===== src/rtl/acc_csr_pkg.sv =====
// acc_csr_pkg: register map, CTRL/STATUS bit indices, FSM encoding and ID default for acc_csr_ctrl
package acc_csr_pkg;
    localparam int REG_CTRL   = 0;
    localparam int REG_STATUS = 1;
    localparam int REG_CYCLES = 2;
    localparam int REG_TLIMIT = 3;
    localparam int REG_RUNS   = 4;
    localparam int REG_ID     = 5;
    localparam int CTRL_START   = 0;
    localparam int CTRL_IRQ_ENA = 1;
    localparam int CTRL_CLR     = 2;
    localparam int ST_BUSY = 0;
    localparam int ST_DONE = 1;
    localparam int ST_TOUT = 2;
    localparam logic [31:0] ID_DEFAULT = 32'hACC0_0001;
    typedef enum logic [1:0] {S_IDLE, S_PULSE, S_WAIT, S_ABORT} state_e;
endpackage


===== src/rtl/acc_run_timer.sv =====
// acc_run_timer: saturating run-cycle counter with clear and watchdog limit compare
//  clk, reset   clock, synchronous active-high reset
//  clr_i        restart count (next cycle reports 1)
//  en_i         advance count this cycle
//  limit_i      watchdog limit, 0 disables
//  cnt_o        count of the current cycle (cycles elapsed including this one)
//  expired_o    current count equals a non-zero limit
module acc_run_timer #(
    parameter int W = 32
) (
    input  logic         clk,
    input  logic         reset,
    input  logic         clr_i,
    input  logic         en_i,
    input  logic [W-1:0] limit_i,
    output logic [W-1:0] cnt_o,
    output logic         expired_o
);
    logic [W-1:0] cnt_q;
    assign cnt_o     = &cnt_q ? cnt_q : cnt_q + W'(1);
    assign expired_o = (limit_i != '0) && (cnt_o == limit_i);
    always_ff @(posedge clk)
        if (reset || clr_i) cnt_q <= '0;
        else if (en_i) cnt_q <= cnt_o;
endmodule


===== src/rtl/acc_csr_ctrl.sv =====
// acc_csr_ctrl: Avalon-MM CSR front end that starts, times, watchdogs and reports runs of the accelerator core
//  clk, reset                 clock, synchronous active-high reset
//  avs_address/read/readdata  register read, data valid one cycle after avs_read
//  avs_write/writedata        register write
//  o_acc_start                start pulse to core, START_LEN cycles
//  o_acc_reset                core reset: bus reset or watchdog abort
//  i_acc_finish               completion from core
//  o_irq                      level interrupt, only with ACC_IRQ_EN defined (else tied 0)
module acc_csr_ctrl
    import acc_csr_pkg::*;
#(
    parameter int                DATA_W    = 32,
    parameter int                ADDR_W    = 3,
    parameter int                START_LEN = 3,
    parameter logic [DATA_W-1:0] ID_VALUE  = ID_DEFAULT
) (
    input  logic              clk,
    input  logic              reset,
    input  logic [ADDR_W-1:0] avs_address,
    input  logic              avs_read,
    output logic [DATA_W-1:0] avs_readdata,
    input  logic              avs_write,
    input  logic [DATA_W-1:0] avs_writedata,
    output logic              o_acc_start,
    output logic              o_acc_reset,
    input  logic              i_acc_finish,
    output logic              o_irq
);
    state_e            state_q, state_d;
    logic [DATA_W-1:0] cycles_q, cycles_d, runs_q, runs_d, tlimit_q, tlimit_d, rdata_q;
    logic [DATA_W-1:0] cnt, ctrl_rd, status_rd, rd_mux;
    logic              done_q, done_d, tout_q, tout_d, tmr_clr, tmr_en, expired, busy, wr_ctrl, irq_ena;
    logic              sel_ctrl, sel_status, sel_cycles, sel_tlimit, sel_runs, sel_id;
    assign sel_ctrl   = avs_address == ADDR_W'(REG_CTRL);
    assign sel_status = avs_address == ADDR_W'(REG_STATUS);
    assign sel_cycles = avs_address == ADDR_W'(REG_CYCLES);
    assign sel_tlimit = avs_address == ADDR_W'(REG_TLIMIT);
    assign sel_runs   = avs_address == ADDR_W'(REG_RUNS);
    assign sel_id     = avs_address == ADDR_W'(REG_ID);
    assign wr_ctrl    = avs_write && sel_ctrl;
    assign busy       = state_q != S_IDLE;
    assign o_acc_start  = state_q == S_PULSE;
    assign o_acc_reset  = reset || state_q == S_ABORT;
    assign avs_readdata = rdata_q;
    acc_run_timer #(.W(DATA_W)) u_timer (
        .clk       (clk),
        .reset     (reset),
        .clr_i     (tmr_clr),
        .en_i      (tmr_en),
        .limit_i   (tlimit_q),
        .cnt_o     (cnt),
        .expired_o (expired)
    );
    always_comb begin
        state_d  = state_q;
        cycles_d = cycles_q;
        runs_d   = runs_q;
        tlimit_d = (avs_write && sel_tlimit) ? avs_writedata : tlimit_q;
        done_d   = (wr_ctrl && avs_writedata[CTRL_CLR]) ? 1'b0 : done_q;
        tout_d   = (wr_ctrl && avs_writedata[CTRL_CLR]) ? 1'b0 : tout_q;
        tmr_clr  = 1'b0;
        tmr_en   = 1'b0;
        case (state_q)
            S_IDLE:
                if (wr_ctrl && avs_writedata[CTRL_START]) begin
                    state_d = S_PULSE;
                    tmr_clr = 1'b1;
                    done_d  = 1'b0;
                    tout_d  = 1'b0;
                end
            S_PULSE, S_WAIT: begin
                tmr_en = 1'b1;
                // finish outranks a watchdog expiry in the same cycle
                if (i_acc_finish) begin
                    state_d  = S_IDLE;
                    cycles_d = cnt;
                    done_d   = 1'b1;
                    runs_d   = runs_q + DATA_W'(1);
                end else if (expired) begin
                    state_d  = S_ABORT;
                    cycles_d = tlimit_q;
                    tout_d   = 1'b1;
                end else if (state_q == S_PULSE && cnt == DATA_W'(START_LEN)) begin
                    state_d = S_WAIT;
                end
            end
            default: state_d = S_IDLE;
        endcase
    end
`ifdef ACC_IRQ_EN
    logic ena_q, ena_d, irq_q;
    assign ena_d   = wr_ctrl ? avs_writedata[CTRL_IRQ_ENA] : ena_q;
    assign irq_ena = ena_q;
    assign o_irq   = irq_q;
    always_ff @(posedge clk)
        if (reset) begin
            ena_q <= 1'b0;
            irq_q <= 1'b0;
        end else begin
            ena_q <= ena_d;
            irq_q <= ena_d && (done_d || tout_d);
        end
`else
    assign irq_ena = 1'b0;
    assign o_irq   = 1'b0;
`endif
    always_comb begin
        ctrl_rd                = '0;
        ctrl_rd[CTRL_IRQ_ENA]  = irq_ena;
        status_rd              = '0;
        status_rd[ST_BUSY]     = busy;
        status_rd[ST_DONE]     = done_q;
        status_rd[ST_TOUT]     = tout_q;
        rd_mux = sel_ctrl   ? ctrl_rd   :
                 sel_status ? status_rd :
                 sel_cycles ? cycles_q  :
                 sel_tlimit ? tlimit_q  :
                 sel_runs   ? runs_q    :
                 sel_id     ? ID_VALUE  : '0;
    end
    always_ff @(posedge clk)
        if (reset) begin
            state_q  <= S_IDLE;
            cycles_q <= '0;
            runs_q   <= '0;
            tlimit_q <= '0;
            done_q   <= 1'b0;
            tout_q   <= 1'b0;
            rdata_q  <= '0;
        end else begin
            state_q  <= state_d;
            cycles_q <= cycles_d;
            runs_q   <= runs_d;
            tlimit_q <= tlimit_d;
            done_q   <= done_d;
            tout_q   <= tout_d;
            rdata_q  <= avs_read ? rd_mux : '0;
        end
endmodule

===== config.mk =====
export PLATFORM = sky130hd
export DESIGN_NAME = acc_csr_ctrl
export DESIGN_NICKNAME = d
export VERILOG_FILES = /design/src/rtl/acc_csr_pkg.sv /design/src/rtl/acc_run_timer.sv /design/src/rtl/acc_csr_ctrl.sv
export SDC_FILE = /design/constraint.sdc
export NUM_CORES = 1
export LEC_CHECK = 0
export CAP_MARGIN = 25
export CORE_UTILIZATION = 35
export CTS_BUF_LIST = sky130_fd_sc_hd__clkbuf_8
export CTS_CLUSTER_DIAMETER = 80
export DETAILED_ROUTE_END_ITERATION = 8
export PLACE_DENSITY = 0.54
export SETUP_SLACK_MARGIN = 0.5
export SLEW_MARGIN = 15
export SYNTH_ARGS = -nofsm -noshare
export SYNTH_HDL_FRONTEND = slang
export SYNTH_SLANG_ARGS = --single-unit
export TNS_END_PERCENT = 100

===== constraint.sdc =====
create_clock -name clk -period 10.4 [get_ports clk]
set_input_delay 3.12 -clock clk [delete_from_list [all_inputs] [get_ports clk]]
set_output_delay 3.12 -clock clk [all_outputs]
set_load 0.01 [all_outputs]

==> flow_summary.html <==
<table>
<tr><th>Metric</th><th>Value</th></tr>
<tr><th colspan="2">Synthesis</th></tr>
<tr><td>Mean area per synthesized cell</td><td>7.84 um^2</td></tr>
<tr><td>Seq/Total Area, Yosys</td><td>35.3%</td></tr>
<tr><td>Prevailing post-synth register cell</td><td>sky130_fd_sc_hd__dfxtp_1</td></tr>
<tr><td>Synth Warn #</td><td>0</td></tr>
<tr><td>Synth top cells by count</td><td>sky130_fd_sc_hd__dfxtp_1, sky130_fd_sc_hd__nand2_1, sky130_fd_sc_hd__nor2_1</td></tr>
<tr><td>Total standard cell area after synthesis</td><td>0.00930 mm^2</td></tr>
<tr><td>Main area contributors after synthesis</td><td>sky130_fd_sc_hd__dfxtp_1, sky130_fd_sc_hd__a21oi_1, sky130_fd_sc_hd__nand2_1</td></tr>
<tr><td>Number of enable-type register cells in the synthesized netlist</td><td>0</td></tr>
<tr><td>Post-synth top area cell</td><td>sky130_fd_sc_hd__dfxtp_1</td></tr>
<tr><td>Net count after synthesis</td><td>1,233</td></tr>
<tr><td>Gate Count Post-Synth</td><td>1,187</td></tr>
<tr><td>Top cell type's share of synthesized area</td><td>35.3%</td></tr>
<tr><td>Number of flip-flops and latches in the synthesized netlist</td><td>164</td></tr>
<tr><td>Cell with the most instances after synthesis</td><td>sky130_fd_sc_hd__dfxtp_1</td></tr>
<tr><td>Ys async rst share</td><td>0%</td></tr>
<tr><td>Distinct cell type count of the synthesized netlist</td><td>79</td></tr>
<tr><th colspan="2">Final layout</th></tr>
<tr><td>Antenna Diode Count</td><td>0</td></tr>
<tr><td>Total Nets Final</td><td>1,237</td></tr>
<tr><td>Fraction of layout instances using a drive strength above 1</td><td>6.48%</td></tr>
<tr><td>Layout Area Growth over Synthesis</td><td>13.3%</td></tr>
<tr><th colspan="2">STA</th></tr>
<tr><td>RSZ-0062 raised after global routing</td><td>no</td></tr>
<tr><td>Highest clock frequency the design can meet</td><td>136 MHz</td></tr>
<tr><td>Final cycle utilization of the critical path</td><td>70.7%</td></tr>
<tr><td>Max-slew violation count</td><td>0</td></tr>
<tr><td>Tightest slew margin relative to the limit</td><td>30.0%</td></tr>
<tr><td>Layout Skew</td><td>20.1 ps</td></tr>
<tr><td>Time the worst path needs with I/O delays and setup</td><td>7360 ps</td></tr>
<tr><td>Total negative slack</td><td>0 ps</td></tr>
<tr><td>Number of failing setup endpoints in the final timing report</td><td>0</td></tr>
<tr><td>Final count of hold timing violations</td><td>0</td></tr>
<tr><td>Transition time at the pin with the least slew margin</td><td>1050 ps</td></tr>
<tr><th colspan="2">Detailed routing</th></tr>
<tr><td>Number of routed nets with antenna violations</td><td>0</td></tr>
<tr><td>Via density per instance</td><td>5.63</td></tr>
<tr><td>Number of violations reported at the end of detailed-routing iteration 0</td><td>788</td></tr>
<tr><td>Number of detailed-route iterations in the first pass</td><td>6</td></tr>
<tr><td>Average wire length per cell after detail routing</td><td>19.5 um</td></tr>
<tr><td>Via Count</td><td>8,661</td></tr>
<tr><td>Final wirelength</td><td>30,000 um</td></tr>
<tr><td>Residual DRC</td><td>0</td></tr>
<tr><th colspan="2">CTS</th></tr>
<tr><td>Number of buffers inserted by hold repair at cts</td><td>0</td></tr>
<tr><td>Clock buffer count from CTS</td><td>17</td></tr>
<tr><td>Root Driver</td><td>sky130_fd_sc_hd__clkbuf_8</td></tr>
<tr><td>Clock tree from TritonCTS</td><td>yes</td></tr>
<tr><td>Post-CTS Setup Inserts</td><td>0</td></tr>
<tr><td>Maximum level of the CTS H-tree</td><td>4</td></tr>
<tr><td>Skew-Pair Late Insertion Delay</td><td>480 ps</td></tr>
<tr><td>Number of instances resized during post-cts repair</td><td>0</td></tr>
<tr><td>Total clock sinks</td><td>164</td></tr>
<tr><td>Worst-path clk slew</td><td>100 ps</td></tr>
<tr><td>CTS Buffer Depth</td><td>2</td></tr>
<tr><th colspan="2">Power and ir drop</th></tr>
<tr><td>Clock network fraction of total power</td><td>34.7%</td></tr>
<tr><td>Power after layout</td><td>0.00136 W</td></tr>
<tr><td>Leakage power</td><td>3.58 nW</td></tr>
<tr><td>Total net switching power</td><td>0.000449 W</td></tr>
<tr><td>Share of total power in combinational logic</td><td>16.2%</td></tr>
<tr><td>Largest vdd supply drop</td><td>0.0000618 V</td></tr>
<tr><td>PD cells</td><td>129 mW/mm^2</td></tr>
<tr><td>Register share of total power</td><td>49.1%</td></tr>
<tr><td>Internal</td><td>0.000909 W</td></tr>
<tr><td>Switching fraction of total power</td><td>33.1%</td></tr>
<tr><th colspan="2">Global route</th></tr>
<tr><td>Met3 demand-to-capacity share in global routing</td><td>3.34%</td></tr>
<tr><td>GR met1 Demand/Resource</td><td>31.8%</td></tr>
<tr><td>Overflow left after global routing</td><td>0</td></tr>
<tr><td>Vias in the first global route</td><td>7,975</td></tr>
<tr><td>Met2 global-route usage</td><td>34.9%</td></tr>
<tr><td>Overall Global Routing Usage</td><td>22.7%</td></tr>
<tr><td>Largest net degree at the start of global routing</td><td>77</td></tr>
<tr><td>Number of antenna violations at the first check in global routing</td><td>0</td></tr>
<tr><td>GRT busiest layer</td><td>met2</td></tr>
<tr><td>Wire length of the first global-routing pass</td><td>47,200 um</td></tr>
<tr><th colspan="2">Die</th></tr>
<tr><td>Count of pins on the block boundary</td><td>75</td></tr>
<tr><td>Starting density of the core</td><td>35.7%</td></tr>
<tr><td>Area of the core</td><td>0.0261 mm^2</td></tr>
<tr><td>Die width</td><td>165 um</td></tr>
<tr><td>Die H</td><td>165 um</td></tr>
<tr><td>DIE AREA</td><td>0.0272 mm^2</td></tr>
<tr><td>Floorplan row count</td><td>59</td></tr>
<tr><th colspan="2">Placed design</th></tr>
<tr><td>Routability cong.</td><td>0.935</td></tr>
<tr><td>HPWL reported at the end of detailed placement</td><td>21,700 um</td></tr>
<tr><td>Buffers on Ports</td><td>73</td></tr>
<tr><th colspan="2">Worst setup path</th></tr>
<tr><td>Type of the setup path with the least slack</td><td>in -&gt; out</td></tr>
<tr><td>Data required time at the worst endpoint</td><td>7280 ps</td></tr>
<tr><td>Data arrival time of the critical path</td><td>4240 ps</td></tr>
<tr><td>Critical Path End Type</td><td>primary output</td></tr>
<tr><td>Number of cell instances on the worst register-to-register path</td><td>11</td></tr>
<tr><td>Type of origin of the critical path</td><td>primary input</td></tr>
<tr><td>Largest fanout on the critical path</td><td>35</td></tr>
<tr><th colspan="2">Worst hold path</th></tr>
<tr><td>Type of the most critical hold path</td><td>reg -&gt; reg</td></tr>
<tr><td>Cells on Worst Hold Path</td><td>2</td></tr>
<tr><th colspan="2">Run status</th></tr>
<tr><td>Status</td><td>complete, no violations</td></tr>
<tr><th colspan="2">Run</th></tr>
<tr><td>Number of max-cap violations</td><td>0</td></tr>
</table>
## metrics by stage
step           instances  cell area, um^2  worst slack (ps)  util (%)  hold slack (ps)
2_1_floorplan       1187             9300              3670         -              441
5_1_grt             1539            10500              2990      40.5              500
4_1_cts             1539            10500              3040      40.5              480
6_report            1539            10500              3040      40.5              480
3_3_place_gp        1504            10100              3050      38.7              460
3_5_place_dp        1507            10100              3040      38.9              468
## flip-flops by register name, indices dropped and copies added, names as in the netlist
signal	flops
tout_q	1
done_q	1
cycles_q	32
state_q	2
tlimit_q	32
avs_readdata	32
runs_q	32
u_timer.cnt_q	32
## area by class of cell
class / instances / area (um^2)
Tap cell: 335 / 419
Clock buffer: 17 / 234
Inverter: 16 / 60.1
Multi-Input combinational cell: 907 / 5530
Timing Repair Buffer: 85 / 856
Fill cell: 2710 / 15500
Sequential cell: 164 / 3280
Clock inverter: 15 / 159
## per-layer routing
layer	share of wire [%]	vias up
li1	-	4194
met1	48	4160
met2	45	264
met3	5.0	43
met4	2.6	0
met5	0	-
## cells by family after synthesis
group,Yosys count,share of synthesized area [%]
AOI/OAI and AO/OA,266,18.2
xor gates and xnor gates,97,9.74
and+or+nand+nor,498,26.3
other,1,0.0403
buffers and inverters,116,5.37
DFF,164,35.3
adders and majority gates,6,0.807
muxes,39,4.22
## critical path, stage by stage
cell	delay, ps
sky130_fd_sc_hd__buf_4	340
sky130_fd_sc_hd__or2_2	210
sky130_fd_sc_hd__clkdlybuf4s50_1	560
## cell usage in the layout, fill, tap and decap left out, drive strengths merged, types with 4 or more instances in the layout
| cell | netlist | routed |
|---|---|---|
| a211oi | 8 | 8 |
| a21o | 4 | 4 |
| a21oi | 115 | 115 |
| a311oi | 10 | 10 |
| a31oi | 8 | 8 |
| and3 | 21 | 21 |
| and4 | 5 | 5 |
| buf | 38 | 15 |
| clkbuf | 62 | 17 |
| clkdlybuf4s50 | 0 | 70 |
| clkinv | 0 | 7 |
| dfxtp | 164 | 164 |
| ha | 6 | 6 |
| inv | 16 | 23 |
| mux2i | 37 | 37 |
| nand2 | 152 | 152 |
| nand2b | 6 | 6 |
| nand3 | 40 | 40 |
| nand4 | 30 | 30 |
| nor2 | 146 | 146 |
| nor2b | 11 | 11 |
| nor3 | 25 | 25 |
| nor4 | 25 | 25 |
| o2111ai | 20 | 20 |
| o211ai | 5 | 5 |
| o21ai | 52 | 52 |
| o22a | 6 | 6 |
| o31ai | 4 | 4 |
| or2 | 4 | 4 |
| or3 | 17 | 17 |
| or4 | 5 | 5 |
| xnor2 | 44 | 44 |
| xor2 | 49 | 49 |
## final timing paths
check,from,slack (ps),endpoint
min,cycles_q[28]$_SDFFE_PP0P_,480,cycles_q[28]$_SDFFE_PP0P_
max,reset,3040,o_acc_reset
min reg2reg,cycles_q[28]$_SDFFE_PP0P_,480,cycles_q[28]$_SDFFE_PP0P_
max reg2reg,u_timer.cnt_q[13]$_SDFFE_PP0N_,4870,cycles_q[25]$_SDFFE_PP0P_
## power groups by stage
stage / clock [W] / sequential (W) / combinational (W)
final: 0.000472 / 0.000667 / 0.000220
after global routing: 0.000509 / 0.000669 / 0.000239
after CTS: 0.000480 / 0.000667 / 0.000218
after detailed placement: 0 / 0.000681 / 0.000217
after global placement: 0 / 0.000681 / 0.000215
after floorplan: 0 / 0.000671 / 0.000154
Note: power is estimated with default switching activity, not from simulation.
